File: src/rtl/dmem_bridge_pkg.sv
// Shared types for the M-stage data-memory bus bridge: FSM states, the write-buffer
// entry layout and the data returned when a read times out.
package dmem_bridge_pkg;

  typedef enum logic [2:0] {
    ST_IDLE,
    ST_WR_REQ,
    ST_RD_REQ,
    ST_RD_WAIT,
    ST_RD_DONE
  } state_e;

  localparam logic [31:0] BUS_ERR_DATA = 32'hDEADBEEF;

  typedef struct packed {
    logic [29:0] tag;
    logic [31:0] data;
  } wbuf_entry_t;

endpackage

File: src/rtl/wbuf_fifo.sv
// Posted-store FIFO: entries stay resident and searchable until the bus accepts them.
// Lookup returns the youngest entry whose word tag matches.
module wbuf_fifo
  import dmem_bridge_pkg::*;
#(
  parameter int DEPTH = 2
) (
  input  logic        CLK,
  input  logic        Reset,
  input  logic        push_i,
  input  wbuf_entry_t entry_i,
  input  logic        pop_i,
  input  logic [29:0] lookup_tag_i,
  output logic        full_o,
  output logic        empty_o,
  output wbuf_entry_t head_o,
  output logic        hit_o,
  output logic [31:0] hit_data_o
);

  // Pointers carry one extra bit so that full and empty differ.
  localparam int PW = $clog2(DEPTH) + 1;
  localparam int IW = (DEPTH > 1) ? $clog2(DEPTH) : 1;

  wbuf_entry_t   mem_q [DEPTH];
  logic [PW-1:0] wptr_q, rptr_q;
  logic [PW-1:0] count;
  logic [IW-1:0] idx;

  function automatic logic [IW-1:0] slot(input logic [PW-1:0] p);
    return IW'(p % PW'(DEPTH));
  endfunction

  assign count   = wptr_q - rptr_q;
  assign full_o  = (count == PW'(DEPTH));
  assign empty_o = (wptr_q == rptr_q);
  assign head_o  = mem_q[slot(rptr_q)];

  // Walk from oldest to youngest so the last match wins.
  always_comb begin
    hit_o      = 1'b0;
    hit_data_o = '0;
    idx        = '0;
    for (int i = 0; i < DEPTH; i++) begin
      if (PW'(i) < count) begin
        idx = slot(rptr_q + PW'(i));
        if (mem_q[idx].tag == lookup_tag_i) begin
          hit_o      = 1'b1;
          hit_data_o = mem_q[idx].data;
        end
      end
    end
  end

  always_ff @(posedge CLK or posedge Reset) begin
    if (Reset) begin
      wptr_q <= '0;
      rptr_q <= '0;
    end else begin
      if (push_i && !full_o) wptr_q <= wptr_q + PW'(1);
      if (pop_i && !empty_o) rptr_q <= rptr_q + PW'(1);
    end
  end

  always_ff @(posedge CLK) begin
    if (push_i && !full_o) mem_q[slot(wptr_q)] <= entry_i;
  end

endmodule

File: src/rtl/dmem_bus_bridge.sv
// M-stage bridge to a single-port wait-stated data bus: posted stores with load
// forwarding, blocking load misses, and a sticky read-timeout error.
module dmem_bus_bridge
  import dmem_bridge_pkg::*;
#(
  parameter int WBUF_DEPTH = 2,
  parameter int TIMEOUT    = 255
) (
  input  logic        CLK,
  input  logic        Reset,
  input  logic [31:0] ALUOutM,
  input  logic [31:0] WDM,
  input  logic        MemWriteM,
  input  logic        MemtoRegM,
  output logic [31:0] ReadDataM,
  output logic        StallM,
  output logic        BusErr,
  // Bus request handshake: a request transfers on a cycle with valid && ready; once
  // valid is raised, valid/we/addr/wdata hold until that cycle. Responses are
  // single-cycle pulses and are only honoured while waiting for a read.
  output logic        bus_req_valid,
  input  logic        bus_req_ready,
  output logic [31:0] bus_addr,
  output logic [31:0] bus_wdata,
  output logic        bus_we,
  input  logic        bus_rsp_valid,
  input  logic [31:0] bus_rdata,
  output state_e      dbg_state_o
);

  localparam int CW = $clog2(TIMEOUT + 1);

  state_e        state_q, state_d;
  logic [CW-1:0] cnt_q, cnt_d;
  logic [31:0]   rdata_q, rdata_d;
  logic          bus_err_q, bus_err_d;

  logic          hit, full, empty, push, pop, load_miss;
  logic [31:0]   hit_data;
  wbuf_entry_t   head, new_entry;
  logic          unused_addr_lsbs;

  assign unused_addr_lsbs = ^ALUOutM[1:0];

  assign new_entry = '{tag: ALUOutM[31:2], data: WDM};
  assign push      = MemWriteM && !full;
  assign pop       = (state_q == ST_WR_REQ) && bus_req_ready;
  assign load_miss = MemtoRegM && !hit;

  wbuf_fifo #(.DEPTH(WBUF_DEPTH)) u_wbuf (
    .CLK          (CLK),
    .Reset        (Reset),
    .push_i       (push),
    .entry_i      (new_entry),
    .pop_i        (pop),
    .lookup_tag_i (ALUOutM[31:2]),
    .full_o       (full),
    .empty_o      (empty),
    .head_o       (head),
    .hit_o        (hit),
    .hit_data_o   (hit_data)
  );

  // full is the registered occupancy, so a same-cycle pop does not release the store.
  assign StallM    = (load_miss && state_q != ST_RD_DONE) || (MemWriteM && full);
  assign ReadDataM = (state_q == ST_RD_DONE) ? rdata_q :
                     hit                     ? hit_data : rdata_q;
  assign BusErr      = bus_err_q;
  assign dbg_state_o = state_q;

  always_comb begin
    state_d       = state_q;
    cnt_d         = cnt_q;
    rdata_d       = rdata_q;
    bus_err_d     = bus_err_q;
    bus_req_valid = 1'b0;
    bus_we        = 1'b0;
    bus_addr      = '0;
    bus_wdata     = '0;
    case (state_q)
      ST_IDLE: begin
        if (load_miss)   state_d = ST_RD_REQ;
        else if (!empty) state_d = ST_WR_REQ;
      end
      ST_WR_REQ: begin
        bus_req_valid = 1'b1;
        bus_we        = 1'b1;
        bus_addr      = {head.tag, 2'b00};
        bus_wdata     = head.data;
        if (bus_req_ready) state_d = load_miss ? ST_RD_REQ : ST_IDLE;
      end
      ST_RD_REQ: begin
        // M is frozen while stalled, so ALUOutM is stable for the whole request.
        bus_req_valid = 1'b1;
        bus_addr      = {ALUOutM[31:2], 2'b00};
        if (bus_req_ready) begin
          state_d = ST_RD_WAIT;
          cnt_d   = '0;
        end
      end
      ST_RD_WAIT: begin
        if (bus_rsp_valid) begin
          rdata_d = bus_rdata;
          state_d = ST_RD_DONE;
        end else if (cnt_q == CW'(TIMEOUT - 1)) begin
          rdata_d   = BUS_ERR_DATA;
          bus_err_d = 1'b1;
          state_d   = ST_RD_DONE;
        end else begin
          cnt_d = cnt_q + CW'(1);
        end
      end
      ST_RD_DONE: state_d = ST_IDLE;
      default:    state_d = ST_IDLE;
    endcase
  end

  always_ff @(posedge CLK or posedge Reset) begin
    if (Reset) begin
      state_q   <= ST_IDLE;
      cnt_q     <= '0;
      rdata_q   <= '0;
      bus_err_q <= 1'b0;
    end else begin
      state_q   <= state_d;
      cnt_q     <= cnt_d;
      rdata_q   <= rdata_d;
      bus_err_q <= bus_err_d;
    end
  end

endmodule

File: config.mk
export PLATFORM = sky130hd
export DESIGN_NAME = dmem_bus_bridge
export DESIGN_NICKNAME = d
export VERILOG_FILES = /design/src/rtl/dmem_bridge_pkg.sv /design/src/rtl/wbuf_fifo.sv /design/src/rtl/dmem_bus_bridge.sv
export SDC_FILE = /design/constraint.sdc
export NUM_CORES = 1
export LEC_CHECK = 0
export ABC_AREA = 1
export CORE_MARGIN = 1.5
export CORE_UTILIZATION = 45
export DETAILED_ROUTE_END_ITERATION = 7
export MAX_ROUTING_LAYER = met4
export PLACE_DENSITY = 0.69
export SLEW_MARGIN = 20
export SYNTH_ARGS = -nofsm -noshare
export SYNTH_HDL_FRONTEND = slang
export SYNTH_SLANG_ARGS = --single-unit
File: constraint.sdc
create_clock -name CLK -period 4.7 [get_ports CLK]
set_clock_uncertainty 0.05 [all_clocks]
set_input_delay 0.94 -clock CLK [delete_from_list [all_inputs] [get_ports CLK]]
set_output_delay 0.94 -clock CLK [all_outputs]
set_load 0.005 [all_outputs]
; After elaboration in Yosys (flattened, before gate mapping)
; Memory sizes are Yosys's and may differ from the RTL's.
; Index checks and enable logic that the tools add are counted.
[op_classes]
addsub = 4
multipliers = 0
n_div = 0
order_cmp = 2
eq_ne = 16
shift = 0
mux = 30
bitwise = 1
reduce_logical = 19
[op_table]
columns = operator, count
row1 = 32-bit two-way mux, 9
row2 = 32-bit one-hot mux with 2 select lines, 1
row3 = 30-bit == test, 2
row4 = 8-bit two-way mux, 3
row5 = 3-bit two-way mux, 6
row6 = 8-bit one-hot mux with 2 select lines, 1
row7 = 3-bit one-hot mux with 4 select lines, 1
row8 = "3-bit inequality test, second input constant", 3
row9 = "8-bit by 1-bit adder with 8-bit output, second input constant", 1
row10 = "8-bit == test, second input constant", 1
row11 = 1-bit two-way mux, 8
row12 = "2-bit inequality test, second input constant", 4
row13 = 4-bit AND reduction, 2
row14 = 1-bit logical AND, 7
row15 = "3-bit by 2-bit == test with 1-bit output, second input constant", 2
row16 = "2-bit by 1-bit adder with 2-bit output, second input constant", 2
row17 = "1-bit by 2-bit < comparator with 1-bit output, first input constant", 2
row18 = 2-bit nonzero test, 2
row19 = "3-bit by 1-bit == test with 1-bit output, second input constant", 1
row20 = "3-bit == test, second input constant", 1
row21 = 1-bit zero test, 3
row22 = 3-bit zero test, 1
row23 = 3-bit AND reduction, 1
row24 = 2-bit == test, 1
row25 = 7 further kinds, 7
[totals]
regBits = 48
latchBits = 0
ram_bits = 124
romBits = 0
inputBits = 102
out_inout_bits = 103
elab_cells = 79
memories = 1
[mem_list]
columns = name, depth, word_bits, read_ports, rd_ports_with_merged_regs, write_ports, line_no
row1 = u_wbuf.mem_q, 2, 62, 2, 0, 1, wbuf_fifo.sv:25  ; wbuf_entry_t mem_q [DEPTH];

; Logic depth before layout (Yosys ltp)
; Gate-level depths: netlist of the first run.
; An unclocked memory read counts as a cell.
[depth]
ltp_word = 11
ltp_mapped = 19
ltp_nobuf = 16

; Modules after synthesis
; From an unflattened synthesis of the first run, not the netlist that was laid out.
[unflattened]
hier_cells = 1463
area_unflattened_um2 = 10575.1
[modules_own_cells]
columns = mod, n_inst, cells_each, area_each_um2, seq_area_each_um2
row1 = wbuf_fifo, 1, 974, 7502.2, 3823.7
row2 = dmem_bus_bridge, 1, 489, 3072.9, 1101.1

; Worst setup path before layout of the first run
; OpenSTA, ideal clock, no wires.
[synth_timing]
path_type = input-to-reg
start = input port MemWriteM
end = memory u_wbuf.mem_q[1][0] in the netlist's numbering, enable pin
setup_ps = 487
t_arrival_ps = 3688
t_required_ps = 4163
setup_slack_ps = 475
stages = 2
n_path_buf = 0
cell_sequence = nand2_1 -> nor2_1
[synth_between]
elab_chain_cells = 4
[synth_rtl]
columns = element, line_no
row1 = "start, declared", dmem_bus_bridge.sv:13  ; input logic MemWriteM,
row2 = 1-bit logical AND, dmem_bus_bridge.sv:46  ; assign push = MemWriteM && !full;
row3 = 1-bit logical AND, wbuf_fifo.sv:66  ; if (push_i && !full_o) mem_q[slot(wptr_q)] <= entry_i;
row4 = 1-bit two-way mux, wbuf_fifo.sv:66
row5 = 1-bit two-way mux (not written as such), wbuf_fifo.sv:66
row6 = "end, declared", wbuf_fifo.sv:25
; No other way between the ends.

; Worst setup path after layout of the first run
[layout_timing]
start = input port ALUOutM[31]
end = output port ReadDataM[31]
[layout_between]
elab_chain_cells = 7
elab_cells_between_ends = 12
cone_classes = eq/ne (2) / mux (10)
[layout_rtl]
columns = element, line_no
row1 = "start, declared", dmem_bus_bridge.sv:11  ; input logic [31:0] ALUOutM,
row2 = 30-bit == test, wbuf_fifo.sv:47  ; if (mem_q[idx].tag == lookup_tag_i) begin
row3 = 32-bit two-way mux or 1-bit two-way mux (tied branches), wbuf_fifo.sv:47
row4 = 32-bit two-way mux or 1-bit two-way mux (tied branches), wbuf_fifo.sv:45  ; if (PW'(i) < count) begin
row5 = 32-bit two-way mux or 1-bit two-way mux (tied branches), wbuf_fifo.sv:47
row6 = 32-bit two-way mux or 1-bit two-way mux (tied branches), wbuf_fifo.sv:45
row7 = 32-bit two-way mux (*), dmem_bus_bridge.sv:67  ; hit ? hit_data : rdata_q;
row8 = 32-bit two-way mux (*), dmem_bus_bridge.sv:66  ; assign ReadDataM = (state_q == ST_RD_DONE) ? rdata_q :
row9 = "end, declared", dmem_bus_bridge.sv:15  ; output logic [31:0] ReadDataM,
; Every way passes the cells marked *; elsewhere a longest branch is shown, timed or not.

==> flow_summary.ini, run 1 <==
[power_and_ir_drop]
cellPowerDensity_mw_per_mm2 = 579
leakage_nw = 5.92
seqPwrFrac = 0.331
netSwitchingPower_mw = 2.98
p_int_mw = 4.45
comb_power_share = 0.489
power_frac_clock = 0.180
sw_frac_of_total = 0.401
ir_drop_uv = 288

[cells_and_area]
final_cells = 1764
seq_area_mm2 = 0.00493
final_cell_area_mm2 = 0.0128
multi_input_area_mm2 = 0.00414
fillers = 1967
fin_util = 0.589
drive_above_1_share = 0.0735
nNetsFinal = 1575
area_growth_pct = 28.6

[logic_synthesis]
synthArstFlopShare = 0.279
synth_area_leaders = edfxtp_1 (37%), nand2_1 (21%), dfrtp_1 (12%), inv_1 (5.7%), nand3_1 (3.8%)
synth_area_leader_cell = edfxtp_1
synth_edf_count = 124
syn_area_mm2 = 0.00996
synth-seq-cells = 172
synth_cell_type_count = 37
ys.flop_type = edfxtp_1
synth.most_common_cell = nand2_1
synth_top_area_share = 0.374
synthCells = 1288
syn_avg_cell_area_um2 = 7.73
seq_area_frac_synth = 0.495
netlist_top_cells_count = nand2_1 (558), inv_1 (152), edfxtp_1 (124), nand3_1 (76), nor2_1 (69)
synth_warnings = 0

[timing]
rsz0062_at_grt = false
min_period_ns = 4.54
setup_violations = 0
hold_ws_ns = 0.417
hold_viol = 0
tightest_slew_ns = 0.956
fin_crit_sh = 0.966
final.setup.tns_ns = 0
relSlewSlack = 0.362
slew_viol_final = 0
clock.fmax_mhz = 220

[outcome]
outcome = completed

[min_path]
hold_depth = 2
hold_class = register to register

[clocking]
postCtsHoldBufs = 0
htreeDepth = 4
cts_root_buffer = clkbuf_16
cts_tree = built
cts_setup_buffers = 0
clock_latency_ns = 0.42
clkSinkCount = 172
path_clk_slew_ns = 0.07
numCtsBuffers = 17
clock_path_buffers = 2

[setup_path]
critical_path_arrival_ns = 3.55
critPathLaunchType = input port
crit_required_ns = 3.71
critPathKind = input port to output port
end_kind = output port
worstPathMaxFanout = 24
ff2ff_path_depth = 8

[placement]
gp_congestion = 0.829
post_dp_cell_area_mm2 = 0.0122
io_buffers = 200
hpwl_um = 17900
dp_cells = 1731

[detailed_routing]
drtIter0Drc = 528
first_pass_iters = 5
viasPerCell = 5.01
routed_wl_um = 26600
route.detailed.drc = 0
vias = 8845
ant_nets = 0
routedWlPerCell_um = 15.1

[global_route]
grt_pass1_vias = 8010
grt_pass1_wl_um = 40700
antenna_found_initial = 1
grt_overflow = 0
grt_use_total = 0.239
grt_max_degree = 88

[job]
maxCapViolCount = 0

[die]
die_w_um = 152
io-pin-count = 205
row_count = 54
die_h_um = 152
core_mm2 = 0.0218
start_util = 0.458
dieArea_mm2 = 0.0230
[layer usage]
layer,GRT usage,share of wire
met1,0.308,0.44
met2,0.386,0.49
met3,0.0416,0.051
met4,0.0760,0.018
met5,-,0
[per-stage QoR]
stage	worst slack [ns]	total power, mW
3_3_place_gp	0.0528	6.05
5_1_grt	0.00330	8.00
4_1_cts	0.00666	7.46
6_report	0.161	7.42
2_1_floorplan	0.475	4.65
3_5_place_dp	-0.00545	6.11
[layout make-up]
type | instances | share of cell area
multi-input cells | 902 | 0.323
inverters | 157 | 0.0466
diodes | 1 | 0.000195
flip-flops and latches | 172 | 0.385
clock buffers | 20 | 0.0365
well taps | 280 | 0.0273
clock inverters | 12 | 0.00693
repair buffers | 220 | 0.174
[power by group through the flow]
stage               Combinational (mW)  Sequential, mW  Clock (mW)
floorplan                         2.21            2.44           0
global placement                  3.59            2.46           0
detailed placement                3.64            2.48           0
CTS                               3.66            2.45        1.35
global route                      4.08            2.51        1.41
finish                            3.63            2.46        1.33
[cells in the final DEF, fill, tap and decap left out, types with 2 or more instances in the layout]
cell type,instances
nand2_4,2
inv_1,151
or2_1,2
xor2_1,6
clkinv_4,2
clkinvlp_4,3
o21ai_0,51
nor2_1,66
a21oi_2,41
nor3_1,4
o22a_1,24
buf_4,14
inv_8,2
o22ai_1,13
nand4_1,5
edfxtp_1,124
nand3_1,76
nor2_4,4
clkbuf_16,18
buf_12,4
dfrtp_1,47
inv_6,2
a21oi_1,26
inv_2,4
clkinv_2,4
o31ai_1,2
a22o_1,8
clkdlybuf4s50_1,199
conb_1,2
o211ai_1,2
nand2_1,556
nand2_2,3
ha_1,3
[state kept, by name (all words and copies together) (netlist names)]
signal / count
BusErr: 1
cnt_q: 8
dbg_state_o: 3
rdata_q: 32
u_wbuf.mem_q: 124
u_wbuf.rptr_q: 2
u_wbuf.wptr_q: 2
[logic make-up after synthesis]
| group | share of synthesized area |
|---|---|
| compound gates | 0.115 |
| xor+xnor | 0.00528 |
| fa+ha+maj | 0.00377 |
| buf+inv | 0.0939 |
| flops | 0.495 |
| mux | 0.00101 |
| other cells | 0.000377 |
| simple gates | 0.286 |
[worst paths after layout]
kind / start / endpoint / slack [ns]
worst max-delay path: ALUOutM[31] / ReadDataM[31] / 0.16
worst min-delay path: BusErr$_DFFE_PP0P_ / BusErr$_DFFE_PP0P_ / 0.42
worst max register to register: u_wbuf.rptr_q[0]$_DFFE_PP0P_ / u_wbuf.mem_q[1][9]$_DFFE_PP_ / 2.08
worst min register to register: BusErr$_DFFE_PP0P_ / BusErr$_DFFE_PP0P_ / 0.42
max in group asynchronous: Reset / rdata_q[0]$_DFFE_PP0P_ / 3.02
min in group asynchronous: Reset / dbg_state_o[0]$_DFFE_PP0P_ / 0.79
[worst max-delay path, stage by stage]
cell             delay [ns]
clkdlybuf4s50_1        0.56
nand3_1                0.10
nand2_1                0.07
nand2_1                0.11
nor2_1                 0.11
nand2_1                0.09
nor2_1                 0.24
nand2_2                0.14
nand2_2                0.09
nand2_4                0.08
buf_12                 0.17
a21oi_1                0.15
nand2_1                0.10
nand2_1                0.08
clkdlybuf4s50_1        0.50
[what timing repair did]
item	4_1_cts	5_1_grt
pin swaps	0	0
endpoints found under the setup margin	27	32
gates resized for setup	2	10
Note: power is estimated with default switching activity, not from simulation.
==> run 2, diff against run 1 <==
- SETUP_SLACK_MARGIN: default -> 0.1
==> flow_summary.ini, run 2 (synthesis results as in run 1) <==
[outcome]
outcome = completed

[setup_path]
crit_top_cell = nand2_1
r2r_start = u_wbuf.rptr_q[0]$_DFFE_PP0P_
ff2ff_path_depth = 8
cp_num_buf_inv = 5
crit_cells = 17
crit_family = buffers and inverters
slowest_delay_ns = 0.52
worstPathMaxFanout = 24
crit_required_ns = 3.71
cp_cell_sequence = clkdlybuf4s50_1 > inv_1 > buf_4 > nand3_1 > nand2_1 > nand3_1 > nor2_1 > nand2_1 > nor2_2 > nand2_2 > nand2_2 > nand2_4 > buf_12 > a21oi_1 > nand2_1 > nand2_1 > clkdlybuf4s50_1
critPathKind = input port to output port
cpMaxStageDelayCell = clkdlybuf4s50_1
reg2reg_slack_ns = 2.13
rr_endpoint = u_wbuf.mem_q[1][9]$_DFFE_PP_
critPathLaunchType = input port
end_kind = output port
critical_path_arrival_ns = 3.45

[min_path]
hp-start = BusErr$_DFFE_PP0P_
hold_end = BusErr$_DFFE_PP0P_
hold_class = register to register
hold_depth = 2

[placement]
hpwl_um = 17900
io_buffers = 200
dp_cells = 1731
post_dp_cell_area_mm2 = 0.0122
post-place-ws_ns = -0.00545
gp_congestion = 0.829

[die]
core_mm2 = 0.0218
die_h_um = 152
die_w_um = 152
start_util = 0.458
io-pin-count = 205
dieArea_mm2 = 0.0230
row_count = 54

[timing]
fin_ws_ns = 0.258
min_period_ns = 4.44
fin_crit_sh = 0.945
tightest_slew_ns = 0.964
slew_viol_final = 0
rsz0062_at_grt = false
hold_viol = 0
setup_violations = 0
final.setup.tns_ns = 0
clock.fmax_mhz = 225
relSlewSlack = 0.357

[detailed_routing]
drtIter0Drc = 515
routedWlPerCell_um = 15.3
first_pass_iters = 5
viasPerCell = 5.05
route.detailed.drc = 0
vias = 8928
ant_nets = 0
routed_wl_um = 27100

[cells_and_area]
final_cell_mix = nand2_1 (556), clkdlybuf4s50_1 (184), inv_1 (150)
largest_reg_flops = 124
final_cells = 1767
nNetsFinal = 1578
final_cell_area_mm2 = 0.0129
drive_above_1_share = 0.0781
regMostFlops = u_wbuf.mem_q
layout_commonest_cell = nand2_1
reg_top3 = u_wbuf.mem_q x124, rdata_q x32, cnt_q x8
area_growth_pct = 29.8

[job]
maxCapViolCount = 0

[clocking]
clkSinkCount = 172
htreeDepth = 4
cts_root_buffer = clkbuf_16
cts_tree = built
postCtsHoldBufs = 0
numCtsBuffers = 17
clock_path_buffers = 2
path_clk_slew_ns = 0.07
clock_latency_ns = 0.43

[power_and_ir_drop]
ir_drop_uv = 283
cellPowerDensity_mw_per_mm2 = 582
leakage_nw = 6.09

[global_route]
grt_use_total = 0.239
grt_pass1_wl_um = 40700
antenna_found_initial = 1
grt_overflow = 0
grt_max_degree = 88
grt_pass1_vias = 8008
## run 2: worst max path at each step
stage / to / startpoint / slack, ns
CTS: ReadDataM[31] / u_wbuf.rptr_q[0]$_DFFE_PP0P_ / 0.11
global placement: ReadDataM[31] / ALUOutM[23] / 0.05
floorplan: u_wbuf.mem_q[1][0]$_DFFE_PP_ / MemWriteM / 0.47
finish: ReadDataM[29] / ALUOutM[29] / 0.26
global route: ReadDataM[29] / ALUOutM[29] / 0.10
detailed placement: ReadDataM[31] / ALUOutM[23] / -0.005
## run 2: worst min-delay path: stages (launching register included)
cell and delay, ns:
dfrtp_1 0.34, inv_1 0.04, o31ai_1 0.05
## run 2: cell type report
| class | instances | area (um^2) |
|---|---|---|
| repair buffers | 223 | 2330 |
| diodes | 1 | 2.50 |
| flip-flops and latches | 172 | 4930 |
| multi-input cells | 902 | 4150 |
| inverters | 157 | 606 |
| well taps | 280 | 350 |
| clock inverters | 12 | 88.8 |
| clock buffers | 20 | 468 |
| fillers | 1953 | 8830 |
## run 2: per-stage QoR
stage | power, mW | util | hold WS, ns
finish | 7.52 | 0.594 | 0.417
floorplan | 4.65 | - | 0.410
detailed placement | 6.11 | 0.561 | 0.406
global placement | 6.05 | 0.561 | 0.396
CTS | 7.46 | 0.587 | 0.422
global route | 8.09 | 0.594 | 0.454
## run 2: power breakdown
| group | internal, mW | leakage (nW) | total (mW) | switching, mW |
|---|---|---|---|---|
| Clock | 0.727 | 0.270 | 1.33 | 0.608 |
| Combinational | 1.57 | 4.10 | 3.71 | 2.14 |
| Sequential | 2.19 | 1.72 | 2.47 | 0.280 |
## run 2: repair_timing
action / 4_1_cts / 5_1_grt
gates resized for setup: 4 / 29
gates cloned: 0 / 2
setup buffers: 0 / 1
endpoints found under the setup margin: 32 / 32
pin swaps: 0 / 2
## run 2: per-layer routing
metal  vias up  wire length, um  global-route usage  share of wire
met5         -                0                   -              0
met3        26             1560              0.0416          0.057
met1      4140            11800               0.308           0.43
met2       254            13300               0.385           0.49
met4         0              469              0.0760          0.017
li1       4508                -                   -              -
